==> src/rtl/if_fetch_ctrl_pkg.sv <==
// rtl/if_fetch_ctrl_pkg.sv - shared opcode and control encodings for the IF stage
//
// Contents:
//   pc_sel_e        : IF PC-mux select encodings (shared with the IF PC mux)
//   OPC_*           : RV32 major opcodes that redirect fetch
//   fetch_state_e   : fetch sequencer states
//   redirect_sel()  : PC select for a non-stalled cycle, from the EXE instruction
package if_fetch_ctrl_pkg;

    typedef enum logic [2:0] {
        PC_SEL_RESET = 3'd0,
        PC_SEL_HOLD  = 3'd1,
        PC_SEL_PLUS4 = 3'd2,
        PC_SEL_ALU   = 3'd3,
        PC_SEL_JUMP  = 3'd4
    } pc_sel_e;

    localparam logic [6:0] OPC_JAL    = 7'b110_1111;
    localparam logic [6:0] OPC_JALR   = 7'b110_0111;
    localparam logic [6:0] OPC_BRANCH = 7'b110_0011;

    typedef enum logic [1:0] {
        ST_BOOT  = 2'd0,
        ST_RUN   = 2'd1,
        ST_STALL = 2'd2
    } fetch_state_e;

    // JAL outranks JALR/branch; a not-taken branch falls through to PLUS4.
    function automatic pc_sel_e redirect_sel(input logic [6:0] opcode, input logic br_taken);
        pc_sel_e sel;
        if (opcode == OPC_JAL) begin
            sel = PC_SEL_JUMP;
        end else if ((opcode == OPC_JALR) || ((opcode == OPC_BRANCH) && br_taken)) begin
            sel = PC_SEL_ALU;
        end else begin
            sel = PC_SEL_PLUS4;
        end
        return sel;
    endfunction

endpackage

==> src/rtl/if_fetch_ctrl_sat_counter.sv <==
// rtl/if_fetch_ctrl_sat_counter.sv - saturating up-counter with synchronous clear
//
// Ports:
//   clk   : clock
//   clr   : synchronous clear (highest priority)
//   inc   : increment by one; holds once all ones is reached
//   count : current value
module sat_counter #(
    parameter int WIDTH = 32
) (
    input  logic             clk,
    input  logic             clr,
    input  logic             inc,
    output logic [WIDTH-1:0] count
);

    always_ff @(posedge clk) begin
        if (clr) begin
            count <= '0;
        end else if (inc && (count != {WIDTH{1'b1}})) begin
            count <= count + 1'b1;
        end
    end

endmodule

==> src/rtl/if_fetch_ctrl.sv <==
// rtl/if_fetch_ctrl.sv - IF-stage fetch sequencer: PC select, flush and boot sequencing
//
// Optional feature macro: IF_FETCH_CTRL_PERF_EN (adds flush_cnt / stall_cnt).
//
// Ports:
//   clk         : clock
//   rst         : synchronous active-high reset
//   inst_exe    : instruction currently in EXE (bubble = 0)
//   br_taken    : branch-compare result for inst_exe
//   stall_req   : downstream stall; PC must hold
//   pc_sel      : IF PC-mux select (pc_sel_e encoding)
//   flush       : squash the instruction leaving IF (should_br)
//   fetch_valid : IF instruction is architecturally valid this cycle
//   flush_cnt   : RUN/STALL cycles with flush set (perf build only)
//   stall_cnt   : cycles with pc_sel = HOLD (perf build only)
module if_fetch_ctrl
    import if_fetch_ctrl_pkg::*;
#(
    parameter int BOOT_CYCLES = 2
) (
    input  logic        clk,
    input  logic        rst,
    input  logic [31:0] inst_exe,
    input  logic        br_taken,
    input  logic        stall_req,
    output logic [2:0]  pc_sel,
    output logic        flush,
    output logic        fetch_valid
`ifdef IF_FETCH_CTRL_PERF_EN
    ,
    output logic [31:0] flush_cnt,
    output logic [31:0] stall_cnt
`endif
);

    // A zero-length boot would never let the synchronous IMEM read prime.
    localparam int          BOOT_EFF  = (BOOT_CYCLES < 1) ? 1 : BOOT_CYCLES;
    localparam logic [15:0] BOOT_LAST = 16'(BOOT_EFF - 1);

    fetch_state_e state, state_next;
    logic [15:0]  boot_cnt, boot_cnt_next;
    pc_sel_e      sel;

    // Only the opcode field steers fetch.
    logic unused_inst_bits;
    assign unused_inst_bits = ^inst_exe[31:7];

    always_ff @(posedge clk) begin
        if (rst) begin
            state    <= ST_BOOT;
            boot_cnt <= '0;
        end else begin
            state    <= state_next;
            boot_cnt <= boot_cnt_next;
        end
    end

    always_comb begin
        state_next    = state;
        boot_cnt_next = boot_cnt;
        sel           = PC_SEL_RESET;
        flush         = 1'b1;
        fetch_valid   = 1'b0;

        unique case (state)
            ST_BOOT: begin
                boot_cnt_next = boot_cnt + 16'd1;
                if (boot_cnt == BOOT_LAST) begin
                    state_next = ST_RUN;
                end
            end

            // RUN and STALL differ only in where they came from: EXE is frozen
            // during a stall, so the release cycle re-evaluates the same
            // instruction and acts on its redirect exactly once.
            ST_RUN, ST_STALL: begin
                if (stall_req) begin
                    sel        = PC_SEL_HOLD;
                    flush      = 1'b0;
                    state_next = ST_STALL;
                end else begin
                    sel         = redirect_sel(inst_exe[6:0], br_taken);
                    flush       = (sel != PC_SEL_PLUS4);
                    fetch_valid = (sel == PC_SEL_PLUS4);
                    state_next  = ST_RUN;
                end
            end

            default: begin
                state_next = ST_BOOT;
            end
        endcase

        // While reset is asserted the PC is parked regardless of the old state.
        if (rst) begin
            sel         = PC_SEL_RESET;
            flush       = 1'b1;
            fetch_valid = 1'b0;
        end
    end

    assign pc_sel = sel;

`ifdef IF_FETCH_CTRL_PERF_EN
    logic flush_inc, stall_inc;

    // Boot-time flushes are not pipeline events, so only RUN/STALL count.
    assign flush_inc = flush && !rst && (state != ST_BOOT);
    assign stall_inc = (sel == PC_SEL_HOLD);

    sat_counter #(.WIDTH(32)) u_flush_cnt (
        .clk   (clk),
        .clr   (rst),
        .inc   (flush_inc),
        .count (flush_cnt)
    );

    sat_counter #(.WIDTH(32)) u_stall_cnt (
        .clk   (clk),
        .clr   (rst),
        .inc   (stall_inc),
        .count (stall_cnt)
    );
`endif

endmodule
==> config.mk <==
export PLATFORM = sky130hd
export DESIGN_NAME = if_fetch_ctrl
export DESIGN_NICKNAME = d
export VERILOG_FILES = /design/src/rtl/if_fetch_ctrl_pkg.sv /design/src/rtl/if_fetch_ctrl_sat_counter.sv /design/src/rtl/if_fetch_ctrl.sv
export SDC_FILE = /design/constraint.sdc
export NUM_CORES = 1
export LEC_CHECK = 0
export CAP_MARGIN = 0
export CORE_UTILIZATION = 30
export CTS_CLUSTER_SIZE = 16
export DETAILED_ROUTE_END_ITERATION = 6
export GPL_TIMING_DRIVEN = 0
export HOLD_SLACK_MARGIN = 0.08
export PLACE_DENSITY = 0.7
export SYNTH_ARGS = -nofsm -noshare
export SYNTH_HDL_FRONTEND = slang
export SYNTH_HIERARCHICAL = 1
export SYNTH_SLANG_ARGS = --single-unit
==> constraint.sdc <==
create_clock -name clk -period 1.73 [get_ports clk]
set_input_delay 0.346 -clock clk [delete_from_list [all_inputs] [get_ports clk]]
set_output_delay 0.346 -clock clk [all_outputs]
set_load 0.01 [all_outputs]
# Word-level counts from Yosys, hierarchy flattened
# Cells that the tools add are included.
[totals] regBits=18 latch_bits=0 ramBits=0 romBits=0 input_bits=36 output_inout_bits=5 memories=0
[op_classes] n_addsub=1 multipliers=0 div=0 n_lt_le_gt_ge=0 eq_ne=9 shift=0 mux=16 n_bitwise=0 n_reduce_logical=4
[ops] operator="7-bit equality test (second input constant)" count=3
[ops] operator="3-bit two-way mux" count=6
[ops] operator="16-bit by 1-bit adder with 16-bit output (second input constant)" count=1
[ops] operator="16-bit by 1-bit equality test with 1-bit output (second input constant)" count=1
[ops] operator="1-bit two-way mux" count=7
[ops] operator="2-bit two-way mux" count=2
[ops] operator="2-bit case mux with 2 select lines" count=1
[ops] operator="3-bit by 2-bit equality test with 1-bit output (second input constant)" count=1
[ops] operator="3-bit by 2-bit != test with 1-bit output (second input constant)" count=1
[ops] operator="2-bit by 1-bit equality test with 1-bit output (second input constant)" count=1
[ops] operator="2-bit equality test (second input constant)" count=1
[ops] operator="2-bit logical NOT" count=1
[ops] operator="2-bit != test (second input constant)" count=1
[ops] operator="2-bit OR reduction" count=1
[ops] operator="1-bit logical AND" count=1
[ops] operator="1-bit logical OR" count=1

# Logic depth before layout (Yosys ltp)
# Gate-level depths: netlist (run 1).
[logic_depth] ltp_word=11 depth_mapped=7

# Worst setup path before layout (run 1)
# OpenSTA, ideal clock, no wires.
[synth_path] path_type="flip-flop to flip-flop" from="register state[0]" to="register boot_cnt[15]" setup_time_ns=0.123 arrival_ns=1.458 slack_ns=0.149 stages_incl_launch_ff=8 path_buffers=2 period_less_slack_ns=1.581 cell_sequence="dfxtp_1 -> inv_1 -> ha_1 -> buf_4 -> nand4_1 -> buf_2 -> nor4_1 -> mux2_1"
[synth_via] elab_chain_len=1
[synth_lines] element="start: declaration" line="if_fetch_ctrl.sv:40" text="fetch_state_e state, state_next;"
[synth_lines] element="start signal: assignment" line="if_fetch_ctrl.sv:53" text="state <= state_next;"
[synth_lines] element="2-bit logical NOT" line="if_fetch_ctrl.sv:65" text="unique case (state)"
[synth_lines] element="end signal: assignment" line="if_fetch_ctrl.sv:54" text="boot_cnt <= boot_cnt_next;"
[synth_lines] element="end: declaration" line="if_fetch_ctrl.sv:41" text="logic [15:0] boot_cnt, boot_cnt_next;"
# Every way passes these cells.
# A chain may end at the register's enable or synchronous reset.

# Worst setup path in the final report (run 1)
[layout_path] from="register state[1]" to="output pc_sel[1]"
[layout_via] elab_chain_len=4 elab_cells_between_ends=5
[layout_lines] element="2-bit by 1-bit equality test with 1-bit output or 2-bit equality test (tied branches)" line="if_fetch_ctrl.sv:65"
[layout_lines] element="2-bit OR reduction *" line="if_fetch_ctrl.sv:65"
[layout_lines] element="3-bit two-way mux *" line="if_fetch_ctrl.sv:65"
[layout_lines] element="3-bit two-way mux *" line="if_fetch_ctrl.sv:95" text="if (rst) begin"
[layout_lines] element="end: declaration" line="if_fetch_ctrl.sv:26" text="output logic [2:0] pc_sel,"
# Mark *: on every way between the ends. The rest lies on a longest branch, timed or not.

==> results of run 1 <==
report_power, final:
| group | switching [mW] | internal [mW] | leakage, nW |
|---|---|---|---|
| registers | 0.0458 | 0.460 | 0.147 |
| logic | 0.194 | 0.219 | 0.331 |
| clock network | 0.138 | 0.129 | 0.0210 |
| total | 0.377 | 0.808 | 0.499 |
registers in the layout, summed over array words and instances, names as in the netlist:
register  flops
boot_cnt     16
state         2
cells by family after synthesis:
family,count (synthesis)
compound gates,20
xor+xnor,4
fa+ha+maj,4
buf+inv,11
flops,18
mux,6
simple gates,56
worst paths after layout:
kind                                  start                         to  cells past startpoint
hold / removal    boot_cnt[10]$_SDFFE_PP0N_  boot_cnt[10]$_SDFFE_PP0N_                      2
setup reg to reg      state[0]$_SDFFE_PP0P_  boot_cnt[15]$_SDFFE_PP0N_                      6
hold reg to reg   boot_cnt[10]$_SDFFE_PP0N_  boot_cnt[10]$_SDFFE_PP0N_                      2
setup / recovery      state[1]$_SDFFE_PP0P_                  pc_sel[1]                      6
per-layer routing:
metal / track usage (%) / wire length (um)
met1: 15.0 / 970
met2: 26.2 / 1160
met3: 2.56 / 93
met4: 5.84 / 32
met5: 0 / 0
through the flow:
step	instances	worst slack (ns)
after floorplan	119	0.149
after global placement	180	-0.591
after detailed placement	180	-0.623
after CTS	186	-0.0567
after global routing	188	-0.142
final	188	-0.0566
worst max-delay path, delay by kind of cell (launching register included):
kind	cells	cell delay, ns
flops	1	0.35
simple gates	3	0.34
fa+ha+maj	1	0.26
buf+inv	2	0.18
cell type report:
cell class                 instances  share of cell area (%)
buffer                             4                    2.35
clock buffer                       4                    2.72
inverter                           6                    1.69
multi-input combinational         90                    50.5
sequential                        18                    27.2
tap                               46                    4.32
timing repair buffer              20                    11.3
repair_timing:
action,4_1_cts,5_1_grt
setup endpoints to repair,6,15
pin swaps,5,1
gates resized for setup,39,6
buffers inserted,2,2
cloned,0,1
cell usage in the layout (no fill, tap or decap), types with 4 or more instances in the layout:
master and n:
sky130_fd_sc_hd__nor2b_1 8, sky130_fd_sc_hd__nor4_2 4, sky130_fd_sc_hd__dfxtp_1 16, sky130_fd_sc_hd__buf_4 4
sky130_fd_sc_hd__o31ai_1 4, sky130_fd_sc_hd__or4_1 4, sky130_fd_sc_hd__o21ai_0 4, sky130_fd_sc_hd__dlygate4sd2_1 8
sky130_fd_sc_hd__nand3_1 4, sky130_fd_sc_hd__nand4_1 4, sky130_fd_sc_hd__buf_2 6, sky130_fd_sc_hd__nor2_1 12
sky130_fd_sc_hd__a21oi_1 7, sky130_fd_sc_hd__nand2_1 4, sky130_fd_sc_hd__mux2_1 4, sky130_fd_sc_hd__inv_1 4
==> out/results.env, run 1 <==
CTS.REPORTEDPATHS.CLKPINSLEW_NS=0.10
GRT_OVERFLOW=0
PLACE.PORT_BUFFERS=15
SETUP_VIOL=3
DRTITER0DRC=16
POSTLAYOUTCELLAREA_MM2=0.00133
TIMING.FINAL.CRIT_SHARE_PCT=103
SEQUENTIAL_FRACTION_OF_THE_SYNTHESIS_AREA_PCT=34.7
MEAN_AREA_PER_SYNTHESIZED_CELL_UM2=8.74
CRITPATHARRIVALTIME_NS=1.44
CLOCK_SKEW_NS=0.00479
NETLIST.AREA_LEADER.SHARE_PCT=34.7
SYNTH_TOP_CELL_BY_AREA='sky130_fd_sc_hd__dfxtp_1'
FINAL_PERIOD_MINUS_WORST_SETUP_SLACK_NS=1.79
ROUTABILITYCONGESTION=0.721
CRIT_PATH_TOP_DELAY_CELL='sky130_fd_sc_hd__dfxtp_2'
CRIT_PATH_CELL_TRACE='inv_2 > ha_4 > nor2b_4 > nand2b_4 > nor2b_1 > buf_2'
LAYOUT-DRIVE-GT1-SHARE_PCT=22.5
VIOLATIONS='negative setup slack'
TIMING.HOLD.WS_NS=0.514
TOTAL_INSERTED_ANTENNA_CELLS=0
WORSTHOLDPATHTYPE='flop to flop'
VIAS_PER_CELL=5.08
POST_DP_CELL_AREA_MM2=0.00125
TIMING.CRITICAL_PATH.FANOUT_MAX=3
TRITONCTS='done'
SYNTHCELLS=119
TIMING.SETUP.CRITICAL_PATH_CLASS='flop to output pin'
FINAL_ANT_VIOL_NETS=0
N_FILL_CELL=363
POST-ROUTE-WORST-SETUP-SLACK_NS=-0.0566
MAXIMUM_LEVEL_OF_THE_CTS_H_TREE=1
CTS_BUFFER_DEPTH=2
DIE_AREA_MM2=0.00371
SLEW_HEADROOM_PCT=71.8
CTS.SINK_COUNT=18
LARGEST_NET_DEGREE_AT_THE_START_OF_GLOBAL_ROUTING=11
AVERAGE_WIRE_PER_STANDARD_CELL_UM=12.0
NET_COUNT_AFTER_SYNTHESIS=159
WORSTPATHREQUIRED_NS=1.38
FLOORPLAN.INITIALDENSITY_PCT=31.2
SYNTH-COMPOUND-AREA-SHARE_PCT=11.7
POST-ROUTE-UTIL_PCT=40.0
DETAILED_PLACE_HPWL_UM=1690
FF2FF_SETUP_SLACK_NS=0.09
MULTI_INPUT_LOGIC_AREA_UM2=673
SYNTH_AREA_MM2=0.00104
RSZ0062_AT_GRT='yes'
CLOCK.FMAX_MHz=560
LEAKAGE_POWER_nW=0.499
DIE_WIDTH_UM=60.9
POWER_DENSITY_mW_PER_MM2=888
YOSYSMOSTFREQUENTCELL='sky130_fd_sc_hd__dfxtp_1'
WL_UM=2260
ASYNC_RESET_FF_SHARE_PCT=0
SYNTH_AREA_IN_SIMPLE_GATES_PCT=34.1
NUMBER_OF_FLOPS_MAPPED_TO_ENABLE_CELLS_BY_YOSYS=0
FINALHOLDVIOLATIONS=0
WORSTSETUPENDPOINTTYPE='output pin'
ANTENNA_FOUND_INITIAL=0
SYNTH_TOP_FLOP_CELL='sky130_fd_sc_hd__dfxtp_1'
LAYOUT.NETS=183
SYNTH.FF_LATCH_COUNT=18
MAXCAPVIOLCOUNT=0
CLK_LATENCY_NS=0.31
TNS_NS=-0.152
CRITPATHMAXSTAGEDELAY_NS=0.35
FINAL_MAX_SLEW_VIOL_COUNT=0
DIE_H_UM=60.9
WORSTSETUPSTARTPOINTTYPE='flop'
TRACK_USAGE_PCT=13.9
GRT_PASS1_VIAS=911
SYNTH-XOR-AREA-SHARE_PCT=3.37
NETLIST_TOP_CELLS_AREA='sky130_fd_sc_hd__dfxtp_1 (35%), sky130_fd_sc_hd__nor2b_1 (5.4%), sky130_fd_sc_hd__ha_1 (4.8%)'
DR.PASS1.ITERS=4
POST_SYNTH_MOST_FREQUENT_CELLS='sky130_fd_sc_hd__dfxtp_1 (18), sky130_fd_sc_hd__nor2_1 (12), sky130_fd_sc_hd__nor2b_1 (9)'
AREA.GROWTH.SYNTH_TO_FINAL_PCT=28.3
TIGHTEST_SLEW_NS=0.423
YOSYS.CELL_TYPES.COUNT=34
STATUS='complete, but fails checks'
SYNTH_TOP_FAMILY_BY_AREA='simple AND/OR/NAND/NOR gates'
CLOCK-ROOT-BUFFER='sky130_fd_sc_hd__clkbuf_4'
ARITHMETIC_CELL_SHARE_OF_THE_SYNTHESIZED_AREA_COUNTING_FULL_ADDERS_HALF_ADDERS_AND_MAJORITY_GATES_PCT=4.81
VDD_IR_MAX_V=0.000379
TOP_LEVEL_PORTS=41
YOSYS_WARNINGS=6
ROUTE.DETAILED.DRC=0
FP.COREAREA_MM2=0.00334
MULTIPLEXER_SHARE_OF_THE_SYNTHESIZED_AREA_PCT=6.26
TOTAL_POWER_mW=1.19
GRT_FIRST_PASS_WIRELENGTH_UM=3810
CORE.ROWCOUNT=21
TOTAL_CTS_BUFFERS=3
NUMBER_OF_HOLD_BUFFERS_ADDED_AFTER_CTS=0
FINAL-SEQ-AREA_UM2=363
NUM_VIAS=955
(Power assumes the default switching activity.)
==> inputs of run 2 (changes only) <==
--- a/config.mk
+++ b/config.mk
@@ -11,7 +11,8 @@
 export DETAILED_ROUTE_END_ITERATION = 6
 export GPL_TIMING_DRIVEN = 0
 export HOLD_SLACK_MARGIN = 0.08
-export PLACE_DENSITY = 0.7
+export PLACE_DENSITY = 0.6
+export SETUP_SLACK_MARGIN = 0.15
 export SYNTH_ARGS = -nofsm -noshare
 export SYNTH_HDL_FRONTEND = slang
 export SYNTH_HIERARCHICAL = 1
==> run 2 against run 1 <==
Die area is the same; register-to-register slack gained 0.10 ns; the run still ends with negative setup slack left; maximum frequency shrank 0.77%; setup slack lost 0.014 ns; critical path type unchanged; global-route usage shrank 0.45 points; critical endpoint is now pc_sel[0]; combinational power grew 15%; first-iteration DRC count grew 88%.
==> out/results.env, run 2 (synthesized netlist as in run 1, its figures left out) <==
TOTAL_CTS_BUFFERS=3  # unchanged
LAYOUT-DRIVE-GT1-SHARE_PCT=27.1  # +4.5 points
GRT_OVERFLOW=0  # unchanged
DIE_AREA_MM2=0.00371  # unchanged
DIE_H_UM=60.9  # unchanged
TOTAL_INSERTED_ANTENNA_CELLS=0  # unchanged
FINAL-SEQ-AREA_UM2=368  # +1.4%
LEAKAGE_POWER_nW=0.549  # +10%
LAYOUT_COMMON_CELLS='sky130_fd_sc_hd__nor2_1 (12), sky130_fd_sc_hd__dfxtp_1 (12), sky130_fd_sc_hd__nor2b_1 (8), sky130_fd_sc_hd__a21oi_1 (7)'
CLOCK-ROOT-BUFFER='sky130_fd_sc_hd__clkbuf_4'
MAXIMUM_LEVEL_OF_THE_CTS_H_TREE=1  # unchanged
POST-ROUTE-WORST-SETUP-SLACK_NS=-0.0705  # -0.0139 ns
WORSTSETUPENDPOINTTYPE='output pin'
DIE_WIDTH_UM=60.9  # unchanged
POWER_DENSITY_mW_PER_MM2=855  # -3.8%
POSTLAYOUTCELLAREA_MM2=0.00139  # +4.4%
POST_DP_CELL_AREA_MM2=0.00125  # +0.50%
TIMING.HOLD.WS_NS=0.504  # -0.0100 ns
GRT_FIRST_PASS_WIRELENGTH_UM=3690  # -3.1%
CRITPATHARRIVALTIME_NS=1.45  # about the same
TIMING.CRITICAL_PATH.FANOUT_MAX=3  # unchanged
VIAS_PER_CELL=5.13  # +1.0%
RSZ0062_AT_GRT='yes'
CTS.SINK_COUNT=18  # unchanged
AVERAGE_WIRE_PER_STANDARD_CELL_UM=12.1  # +1.0%
GRT_PASS1_VIAS=890  # -2.3%
P_SW_SHARE_PCT=31.7  # -0.095 points
COMB_POWER_SHARE_PCT=39.8  # +5.0 points
REGISTERS.TOP_BY_FF_COUNT='boot_cnt'
CLK_LATENCY_NS=0.29  # -0.02 ns
VIOLATIONS='negative setup slack'
LAYOUT.NETS=186  # +1.6%
TIMING.SETUP.CRITICAL_PATH_CLASS='flop to output pin'
WORSTSETUPSTARTPOINTTYPE='flop'
DETAILED_PLACE_HPWL_UM=1720  # +1.7%
FINAL_ANT_VIOL_NETS=0  # unchanged
FINAL_PERIOD_MINUS_WORST_SETUP_SLACK_NS=1.80  # +0.0139 ns
WORSTHOLDPATHTYPE='flop to flop'
CRIT_PATH_TOP_DELAY_CELL='sky130_fd_sc_hd__dfxtp_2'
VDD_IR_MAX_V=0.000365  # -3.6%
TRACK_USAGE_PCT=13.4  # -0.45 points
TRITONCTS='done'
N_FILL_CELL=356  # -1.9%
TIMING.FINAL.CRIT_SHARE_PCT=104  # +0.80 points
FF2FF_SETUP_SLACK_NS=0.19  # +0.10 ns
ANTENNA_FOUND_INITIAL=0  # unchanged
POWER.INTERNAL_mW=0.813  # +0.61%
CRIT_PATH_CELL_TRACE='inv_2 > ha_4 > nor2b_4 > buf_6 > o21a_1 > buf_2'
FP.COREAREA_MM2=0.00334  # unchanged
CORE.ROWCOUNT=21  # unchanged
CLOCK_SKEW_NS=0.00530  # +0.000507 ns
DRTITER0DRC=30  # +14
LARGEST_REGISTERS_IN_THE_FINAL_LAYOUT='boot_cnt x16, state x2'
MAXCAPVIOLCOUNT=0  # unchanged
DR.PASS1.ITERS=4  # unchanged
TIGHTEST_SLEW_NS=0.409  # -0.0138 ns
NET-SWITCHING-POWER_mW=0.378  # +0.17%
SLEW_HEADROOM_PCT=72.7  # +0.92 points
TOP_LEVEL_PORTS=41  # unchanged
NUM_VIAS=975  # +2.1%
WORSTPATHREQUIRED_NS=1.38  # about the same
CTS.REPORTEDPATHS.CLKPINSLEW_NS=0.10  # about the same
CLOCK.FMAX_MHz=555  # -0.77%
PLACE.PORT_BUFFERS=15  # unchanged
CTS_BUFFER_DEPTH=2  # unchanged
ROUTABILITYCONGESTION=0.752  # +4.2%
FINALHOLDVIOLATIONS=0  # unchanged
AREA.GROWTH.SYNTH_TO_FINAL_PCT=33.9
ROUTE.DETAILED.DRC=0  # unchanged
MULTI_INPUT_LOGIC_AREA_UM2=702  # +4.3%
LARGEST_REG_FLOPS=16  # unchanged
SETUP_VIOL=4  # +1
LARGEST_NET_DEGREE_AT_THE_START_OF_GLOBAL_ROUTING=11  # unchanged
POWER.SHARE.SEQUENTIAL_PCT=42.9  # +0.2 points
PRE_CTS_SLACK_NS=-0.614  # +0.00880 ns
WL_UM=2310  # +2.1%
POWER.CLOCK.FRACTION_PCT=17.3  # -5.2 points
FLOORPLAN.INITIALDENSITY_PCT=31.2  # unchanged
STATUS='complete, but fails checks'
CRITPATHMAXSTAGEDELAY_NS=0.34  # about the same
FINAL_MAX_SLEW_VIOL_COUNT=0  # unchanged
[run 2: final timing paths]
path	start	endpoint	cells after the start
setup / recovery	state[1]$_SDFFE_PP0P_	pc_sel[0]	6
hold / removal	boot_cnt[1]$_SDFFE_PP0N_	boot_cnt[1]$_SDFFE_PP0N_	2
setup reg to reg	state[1]$_SDFFE_PP0P_	boot_cnt[11]$_SDFFE_PP0N_	7
hold reg to reg	boot_cnt[1]$_SDFFE_PP0N_	boot_cnt[1]$_SDFFE_PP0N_	2
[run 2: worst max-delay path, delay by kind of cell (launching register included)]
kind,cells,cell delay (ns)
compound gates,1,0.10
fa+ha+maj,1,0.26
buf+inv,3,0.27
flops,1,0.34
simple gates,1,0.19
[run 2: power by group through the flow]
stage                     sequential [mW]  combinational, mW  clock (mW)
after floorplan                     0.503              0.243           0
after detailed placement            0.513              0.352           0
after global routing                0.520              0.520       0.232
after CTS                           0.505              0.461       0.214
final                               0.511              0.474       0.206
after global placement              0.508              0.337           0
[run 2: cell type report]
cell class | count | share of cell area, %
tap | 46 | 4.13
clock buffer | 3 | 1.62
inverter | 6 | 1.62
timing repair buffer | 22 | 12.8
multi-input combinational | 90 | 50.4
buffer | 5 | 3.05
sequential | 18 | 26.4
[run 2: per-layer routing]
metal	wire length, um	global-route usage [%]	share of wire [%]	vias to the layer above
met5	0	0	0	-
met4	6	2.92	0.26	0
met3	102	3.84	4.4	2
met2	1160	23.4	50	22
met1	1040	16.5	45	461
li1	-	-	-	490
[run 2: stage by stage]
stage | TNS [ns] | cells | utilization, % | total power [mW]
6_report | -0.183 | 190 | 41.7 | 1.19
5_1_grt | -0.614 | 190 | 41.7 | 1.27
4_1_cts | -0.202 | 190 | 40.9 | 1.18
3_5_place_dp | -5.33 | 180 | 37.6 | 0.865
3_3_place_gp | -4.98 | 180 | 37.6 | 0.845
2_1_floorplan | 0 | 119 | - | 0.746
[run 2: what timing repair did]
item                                    in CTS  in global routing
resized for setup                           44                  7
pin swaps                                    6                  1
endpoints found under the setup margin      19                 19
setup buffers                                7                  0
gates cloned                                 0                  0
hold buffers                                 0                  0
